## config.mk

```make
export PLATFORM = sky130hd
export DESIGN_NAME = mult_accumulator
export DESIGN_NICKNAME = d
export VERILOG_FILES = /design/src/rtl/mult_acc_pkg.sv /design/src/rtl/mult_accumulator_add_sat.sv /design/src/rtl/mult_accumulator.sv
export SDC_FILE = /design/constraint.sdc
export NUM_CORES = 1
export LEC_CHECK = 0
export CAP_MARGIN = 40
export CORE_MARGIN = 5
export CORE_UTILIZATION = 45
export CTS_CLUSTER_SIZE = 8
export DETAILED_ROUTE_END_ITERATION = 12
export PLACE_DENSITY = 0.78
export SETUP_SLACK_MARGIN = 0.5
export SLEW_MARGIN = 0
export SYNTH_ARGS = -nofsm -noshare
export SYNTH_HDL_FRONTEND = slang
export SYNTH_SLANG_ARGS = --single-unit
export TNS_END_PERCENT = 10
```

## constraint.sdc

```tcl
create_clock -name clk -period 3.41 [get_ports clk]
set_input_delay 0.682 -clock clk [delete_from_list [all_inputs] [get_ports clk]]
set_output_delay 0.682 -clock clk [all_outputs]
set_load 0.01 [all_outputs]
```

## src/rtl/mult_acc_pkg.sv

```systemverilog
// Shared types and constants for the multiply-accumulate datapath.
package mult_acc_pkg;

    localparam int PROD_W_DEF = 16;
    localparam int ACC_W_DEF  = 24;
    localparam int LEN_W_DEF  = 8;

    typedef enum logic [1:0] {
        IDLE  = 2'd0,
        ACCUM = 2'd1,
        DONE  = 2'd2
    } state_t;

    // Largest positive two's-complement value of a w-bit word (low w bits valid).
    function automatic logic [63:0] acc_max(input int w);
        return (64'd1 << (w - 1)) - 64'd1;
    endfunction

    // Most negative two's-complement value of a w-bit word (low w bits valid).
    function automatic logic [63:0] acc_min(input int w);
        return ~acc_max(w);
    endfunction

endpackage

```

## src/rtl/mult_accumulator_add_sat.sv

```systemverilog
// Combinational accumulator adder: sign-extends the product, flags signed overflow,
// and clamps to the signed range when MULT_ACC_SAT_EN is defined (wraps otherwise).
module acc_add_sat
    import mult_acc_pkg::*;
#(
    parameter int PROD_W = PROD_W_DEF,
    parameter int ACC_W  = ACC_W_DEF
) (
    input  logic [ACC_W-1:0]  acc_in,
    input  logic [PROD_W-1:0] prod,
    output logic [ACC_W-1:0]  sum,
    output logic              ovf
);

    logic [ACC_W-1:0] prod_ext;
    logic [ACC_W-1:0] raw_sum;

    generate
        if (ACC_W > PROD_W) begin : g_ext
            assign prod_ext = {{(ACC_W - PROD_W){prod[PROD_W-1]}}, prod};
        end else begin : g_noext
            assign prod_ext = prod;
        end
    endgenerate

    assign raw_sum = acc_in + prod_ext;
    assign ovf     = (acc_in[ACC_W-1] == prod_ext[ACC_W-1]) &&
                     (raw_sum[ACC_W-1] != acc_in[ACC_W-1]);

`ifdef MULT_ACC_SAT_EN
    localparam logic [63:0]      MAX64   = acc_max(ACC_W);
    localparam logic [63:0]      MIN64   = acc_min(ACC_W);
    localparam logic [ACC_W-1:0] SAT_MAX = MAX64[ACC_W-1:0];
    localparam logic [ACC_W-1:0] SAT_MIN = MIN64[ACC_W-1:0];

    // Overflow can only happen toward the common operand sign.
    assign sum = ovf ? (acc_in[ACC_W-1] ? SAT_MIN : SAT_MAX) : raw_sum;
`else
    assign sum = raw_sum;
`endif

endmodule

```

## src/rtl/mult_accumulator.sv

```systemverilog
// Sequential MAC behind the 8x8 signed multiplier: sums len products into acc.
// Saturating arithmetic is selected with the MULT_ACC_SAT_EN macro (default: wrap).
module mult_accumulator
    import mult_acc_pkg::*;
#(
    parameter int PROD_W = PROD_W_DEF,
    parameter int ACC_W  = ACC_W_DEF,
    parameter int LEN_W  = LEN_W_DEF
) (
    input  logic              clk,
    input  logic              rst,
    input  logic              start,
    input  logic [LEN_W-1:0]  len,
    input  logic [PROD_W-1:0] prod,
    input  logic              prod_valid,
    output logic              prod_ready,
    output logic [ACC_W-1:0]  acc,
    output logic              acc_valid,
    input  logic              acc_ready,
    output logic              busy,
    output logic              ovf
);

    state_t             state_reg;
    logic [ACC_W-1:0]   acc_reg;
    logic [ACC_W-1:0]   sum_next;
    logic [LEN_W-1:0]   count_reg;
    logic               ovf_reg;
    logic               prod_ready_reg;
    logic               acc_valid_reg;
    logic               busy_reg;
    logic               add_ovf;
    logic               xfer;

    acc_add_sat #(
        .PROD_W (PROD_W),
        .ACC_W  (ACC_W)
    ) u_add (
        .acc_in (acc_reg),
        .prod   (prod),
        .sum    (sum_next),
        .ovf    (add_ovf)
    );

    assign xfer = prod_valid && prod_ready_reg;

    // Handshake outputs are registered alongside the state so they track it exactly.
    always_ff @(posedge clk) begin
        if (rst) begin
            state_reg      <= IDLE;
            acc_reg        <= '0;
            count_reg      <= '0;
            ovf_reg        <= 1'b0;
            prod_ready_reg <= 1'b0;
            acc_valid_reg  <= 1'b0;
            busy_reg       <= 1'b0;
        end else begin
            case (state_reg)
                IDLE: begin
                    if (start) begin
                        acc_reg   <= '0;
                        ovf_reg   <= 1'b0;
                        count_reg <= len;
                        busy_reg  <= 1'b1;
                        if (len == '0) begin
                            state_reg     <= DONE;
                            acc_valid_reg <= 1'b1;
                        end else begin
                            state_reg      <= ACCUM;
                            prod_ready_reg <= 1'b1;
                        end
                    end
                end
                ACCUM: begin
                    if (xfer) begin
                        acc_reg   <= sum_next;
                        count_reg <= count_reg - LEN_W'(1);
                        if (add_ovf) begin
                            ovf_reg <= 1'b1;
                        end
                        if (count_reg == LEN_W'(1)) begin
                            state_reg      <= DONE;
                            prod_ready_reg <= 1'b0;
                            acc_valid_reg  <= 1'b1;
                        end
                    end
                end
                DONE: begin
                    if (acc_ready) begin
                        state_reg     <= IDLE;
                        acc_valid_reg <= 1'b0;
                        busy_reg      <= 1'b0;
                    end
                end
                default: begin
                    state_reg      <= IDLE;
                    prod_ready_reg <= 1'b0;
                    acc_valid_reg  <= 1'b0;
                    busy_reg       <= 1'b0;
                end
            endcase
        end
    end

    assign prod_ready = prod_ready_reg;
    assign acc_valid  = acc_valid_reg;
    assign busy       = busy_reg;
    assign acc        = acc_reg;
    assign ovf        = ovf_reg;

endmodule

```

== Yosys cells after proc, flatten, opt, wreduce, memory -nomap -nowiden ==
Index checks and enable logic that the tools add are counted.
Operators by class
  add/sub/neg operators: 2
  equality and inequality tests: 12
  muxes and demuxes: 29
  bitwise logic cells: 2
  reductions and logical operators: 11
Operators by type and width (number)
  24-bit two-way mux: 2
  24-bit case mux with 2 select lines: 1
  24-bit adder: 1
  8-bit two-way mux: 2
  8-bit case mux with 2 select lines: 1
  2-bit inequality test, second input constant: 7
  1-bit two-way mux: 13
  2-bit two-way mux: 5
  5-bit AND reduction: 2
  1-bit case mux with 3 select lines: 3
  8-bit by 1-bit equality test with 1-bit output, second input constant: 1
  8-bit logical NOT: 1
  4-bit AND reduction: 2
  8-bit by 1-bit subtractor with 8-bit output, second input constant: 1
  2-bit case mux with 3 select lines: 1
  3-bit AND reduction: 2
  2-bit by 1-bit equality test with 1-bit output, second input constant: 1
  2-bit equality test, second input constant: 1
  1-bit logical AND: 2
  2-bit logical NOT: 1
  1-bit inverter: 2
  1-bit case mux with 2 select lines: 1
  2-bit nonzero test: 1
  1-bit equality test: 1
  1-bit inequality test: 1
Word-level totals
  flip-flop bits (word level): 38
  output and inout bits: 28
  word-level logic and storage cells: 63

== Logic depth before layout (Yosys ltp) ==
  depth after elaboration: 6
  mapped depth: 9
  gate-level depth less buffers: 9

== By module ==
A second synthesis with hierarchy kept.
Second synthesis, totals
  cells, all modules: 383
  area total of the unflattened synthesis: 2975.4 um^2
By module, submodules not included
  mult_accumulator: instances 1, cells each 213, area each 1721.7 um^2, seq. area each 760.7 um^2
  acc_add_sat: instances 1, cells each 170, area each 1253.7 um^2, seq. area each 0.0 um^2

== Worst setup path before layout ==
OpenSTA, ideal clock, no wires.
  path type: in2reg
  start: input prod[0]
  end: register acc_reg[16] (netlist: acc[16])
  data arrival time: 2.445 ns
  slack: 0.836 ns
  cell stages on the path: 9
  cell sequence: ha_1 fa_1 a21o_1 a31oi_2 nor4_2 o41ai_2 o31ai_1 xnor2_1 o21ai_0
On the way
  cells in the longest elaborated chain, start to end: 3
Ends and longest elaborated chain
  start: declaration: RTL line mult_accumulator.sv:14  | input logic [PROD_W-1:0] prod,
  24-bit adder: RTL line mult_accumulator_add_sat.sv:26  | assign raw_sum = acc_in + prod_ext;
  24-bit two-way mux: RTL line mult_accumulator.sv:75  | if (xfer) begin
  24-bit case mux with 2 select lines: RTL line mult_accumulator.sv:58  | case (state_reg)
  end signal: assignment: RTL line mult_accumulator.sv:76  | acc_reg <= sum_next;
  end: declaration: RTL line mult_accumulator.sv:25  | logic [ACC_W-1:0] acc_reg;
Every way passes these cells. The select of a mux whose other input is x is not followed.
A chain may end at the register's enable or synchronous reset.

== Worst setup path in the final report ==
  start: input prod[0]
  end: register acc_reg[18] (netlist: acc[18])
Same word-level chain as after synthesis.

==> flow_metrics.env <==
export IMPL_netlist_top_cells_area="dfxtp_1 (27%), ha_1 (11%), a21oi_1 (7.2%)"
export IMPL_area_growth_pct=27.63
export IMPL_grt_pass1_wl_um=11700
export IMPL_final_cell_area_um2=3548
export IMPL_async_flop_share_pct=0
export IMPL_hold_path_class="register to register"
export IMPL_worstMarginPinSlew_ns=0.5295
export IMPL_rsz0062_at_grt="yes"
export IMPL_synth_ff_type="dfxtp_1"
export IMPL_max_freq_mhz=356.9
export IMPL_die_area_um2=7850
export IMPL_fin_skew_ns=0.007160
export IMPL_finalHoldViolCount=0
export IMPL_hold_buffers=0
export IMPL_vias_per_cell=5.828
export IMPL_layout_drive_gt1_share_pct=6.683
export IMPL_ys_seq_elements=38
export IMPL_row_count=28
export IMPL_die_x_um=88.60
export IMPL_yosysSeqAreaShare_pct=27.36
export IMPL_cts_tree="built"
export IMPL_cp_data_required_time_ns=3.60
export IMPL_pin_count=57
export IMPL_drc_errors=0
export IMPL_antenna_left=0
export IMPL_outcome="finished, final reports clean"
export IMPL_setup_violations_final=0
export IMPL_synth_area_leader_cell="dfxtp_1"
export IMPL_path_class="input pin to register"
export IMPL_place_congestion=0.8299
export IMPL_use_met3_pct=3.259
export IMPL_maxSlewHeadroom_pct=64.63
export IMPL_wl_per_cell_um=14.25
export IMPL_yosys_cell_count_top_type="nand2_1"
export IMPL_cts_root_buf="clkbuf_8"
export IMPL_coreArea_um2=5956
export IMPL_synth_cell_type_count=54
export IMPL_power_density_nw_per_um2=325.3
export IMPL_busiest_layer="met2"
export IMPL_drt_first_iter_violations=138
export IMPL_track_usage_pct=18.30
export IMPL_hpwlAfterDp_um=5424
export IMPL_netlist_instances=363
export IMPL_yosysTopAreaCellShare_pct=27.36
export IMPL_startpoint_type="input pin"
export IMPL_clock_latency_ns=0.29
export IMPL_met1_usage_pct=22.92
export IMPL_cts_setup_buffers=0
export IMPL_crit_path_end_kind="register"
export IMPL_clockBufferDepth=2
export IMPL_slew_viol_final=0
export IMPL_r2r_slack_ns=1.11
export IMPL_min_period_ns=2.802
export IMPL_port_buffers=56
export IMPL_h_tree_depth=2
export IMPL_synthTopCellsByCount="nand2_1 (42), a21oi_1 (40), nor2_1 (39), dfxtp_1 (38), o21ai_0 (30)"
export IMPL_cts_sinks=38
export IMPL_dieHeight_um=88.60
export IMPL_largest_reg_flops=24
export IMPL_p_leak_uw=0.001398
export IMPL_syn_nets=418
export IMPL_drv_cap=0
export IMPL_cts_made_buffers=5
export IMPL_first_pass_iters=4
export IMPL_synth_area_per_cell_um2=7.659
export IMPL_whs_ns=0.4764
export IMPL_place_area_um2=3432
export IMPL_fin_nets=474
export IMPL_use_met2_pct=32.90
export IMPL_finalWirelength_um=7040
export IMPL_synth_edff_count=0
export IMPL_arrival_ns=2.99
export IMPL_yosys_warnings=0
export IMPL_fill_cells=571
export IMPL_path_max_fanout=3
export IMPL_grt_max_degree=20
export IMPL_grt_overflow=0
export IMPL_fin_tns_setup_ns=0
export IMPL_initial_core_util_pct=46.68
export IMPL_grt_pass1_vias=2671
export IMPL_syn_area_um2=2780
export IMPL_vdd_drop_max_v=0.0002022
export IMPL_vias=2879
export IMPL_diodes=0
export IMPL_antenna_found_initial=0
export IMPL_cts_clk_slew_worst_paths_ns=0.08
export IMPL_finalCritPeriodShare_pct=82.16
-- critical path, stage by stage --
cell	delay, ns
clkdlybuf4s50_1	0.41
ha_1	0.24
fa_1	0.41
a21o_1	0.22
a31oi_4	0.24
nor2_1	0.06
a31o_1	0.27
a41oi_2	0.24
xnor2_1	0.14
o21ai_1	0.07
-- cells by family (layout without fill, tap and decap cells) --
family / Yosys count / after routing / synth area share (%)
mux: 1 / 1 / 0.3601
fa+ha+maj: 26 / 26 / 11.97
buf+inv: 25 / 81 / 3.465
simple gates: 124 / 124 / 20.57
xor+xnor: 19 / 19 / 5.986
compound gates: 130 / 130 / 30.29
flops: 38 / 38 / 27.36
-- placed cells by master, fill, tap and decap left out, types with 3 or more instances in the layout --
cell and n:
a22oi_1 7, nor3_1 8, nor2_1 39, and3_1 3, nand4_1 5, o211ai_1 4
xnor2_1 14, xor2_1 5, a21oi_1 40, inv_1 11, nand3_1 9, nand2_1 42
buf_4 7, o21ai_0 28, or4_1 3, dfxtp_1 38, o21a_1 3, o21ai_1 5
clkbuf_8 6, a31oi_1 4, clkdlybuf4s50_1 55, or2_2 3, ha_1 25, a21o_1 6
a211oi_1 7, o31ai_1 4
-- area by class of cell --
class                      count  area, um2  area share [%]
multi-input combinational    300       1932           54.44
sequential                    38      760.7           21.44
timing repair buffer          63      608.1           17.14
tap                           75      93.84           2.645
clock buffer                   6      82.58           2.327
inverter                      11      41.29           1.164
clock inverter                 1      30.03          0.8463
-- path summary, 6_finish.rpt --
| kind | endpoint | from | cells past startpoint |
|---|---|---|---|
| worst max-delay path | acc[18] | prod[0] | 10 |
| worst min-delay path | acc[16] | acc[16] | 2 |
| worst max register to register | acc[18] | acc[0] | 9 |
| worst min register to register | acc[16] | acc[16] | 2 |
-- where the power goes --
group	switching (uW)	leakage, uW	total (uW)	internal, uW
clock	169	0.0000573	403	234
combinational	145	0.00103	269	124
sequential	19.9	0.000309	482	463
total	333	0.00140	1150	821
-- metal layers --
layer	share of wire (%)	vias up	wire length, um
met3	5.8	6	407
met2	50	67	3517
met5	0	-	0
met1	44	1359	3063
li1	-	1447	-
met4	0.74	0	52
-- through the flow --
stage	power [uW]	setup WS (ns)	utilization, %	std cells
floorplan	658.6	0.8364	-	363
global placement	751.6	0.2322	57.50	486
detailed placement	758.2	0.09778	57.63	487
CTS	1162	0.5212	59.50	494
global route	1218	0.4749	59.58	494
finish	1154	0.6085	59.58	494
-- repair_timing --
action,4_1_cts,5_1_grt
endpoints found under the setup margin,1,5
pin swaps,0,1
endpoints found under the hold margin,0,0
gates resized for setup,1,5
No activity file was read; power rests on OpenSTA's default activity.
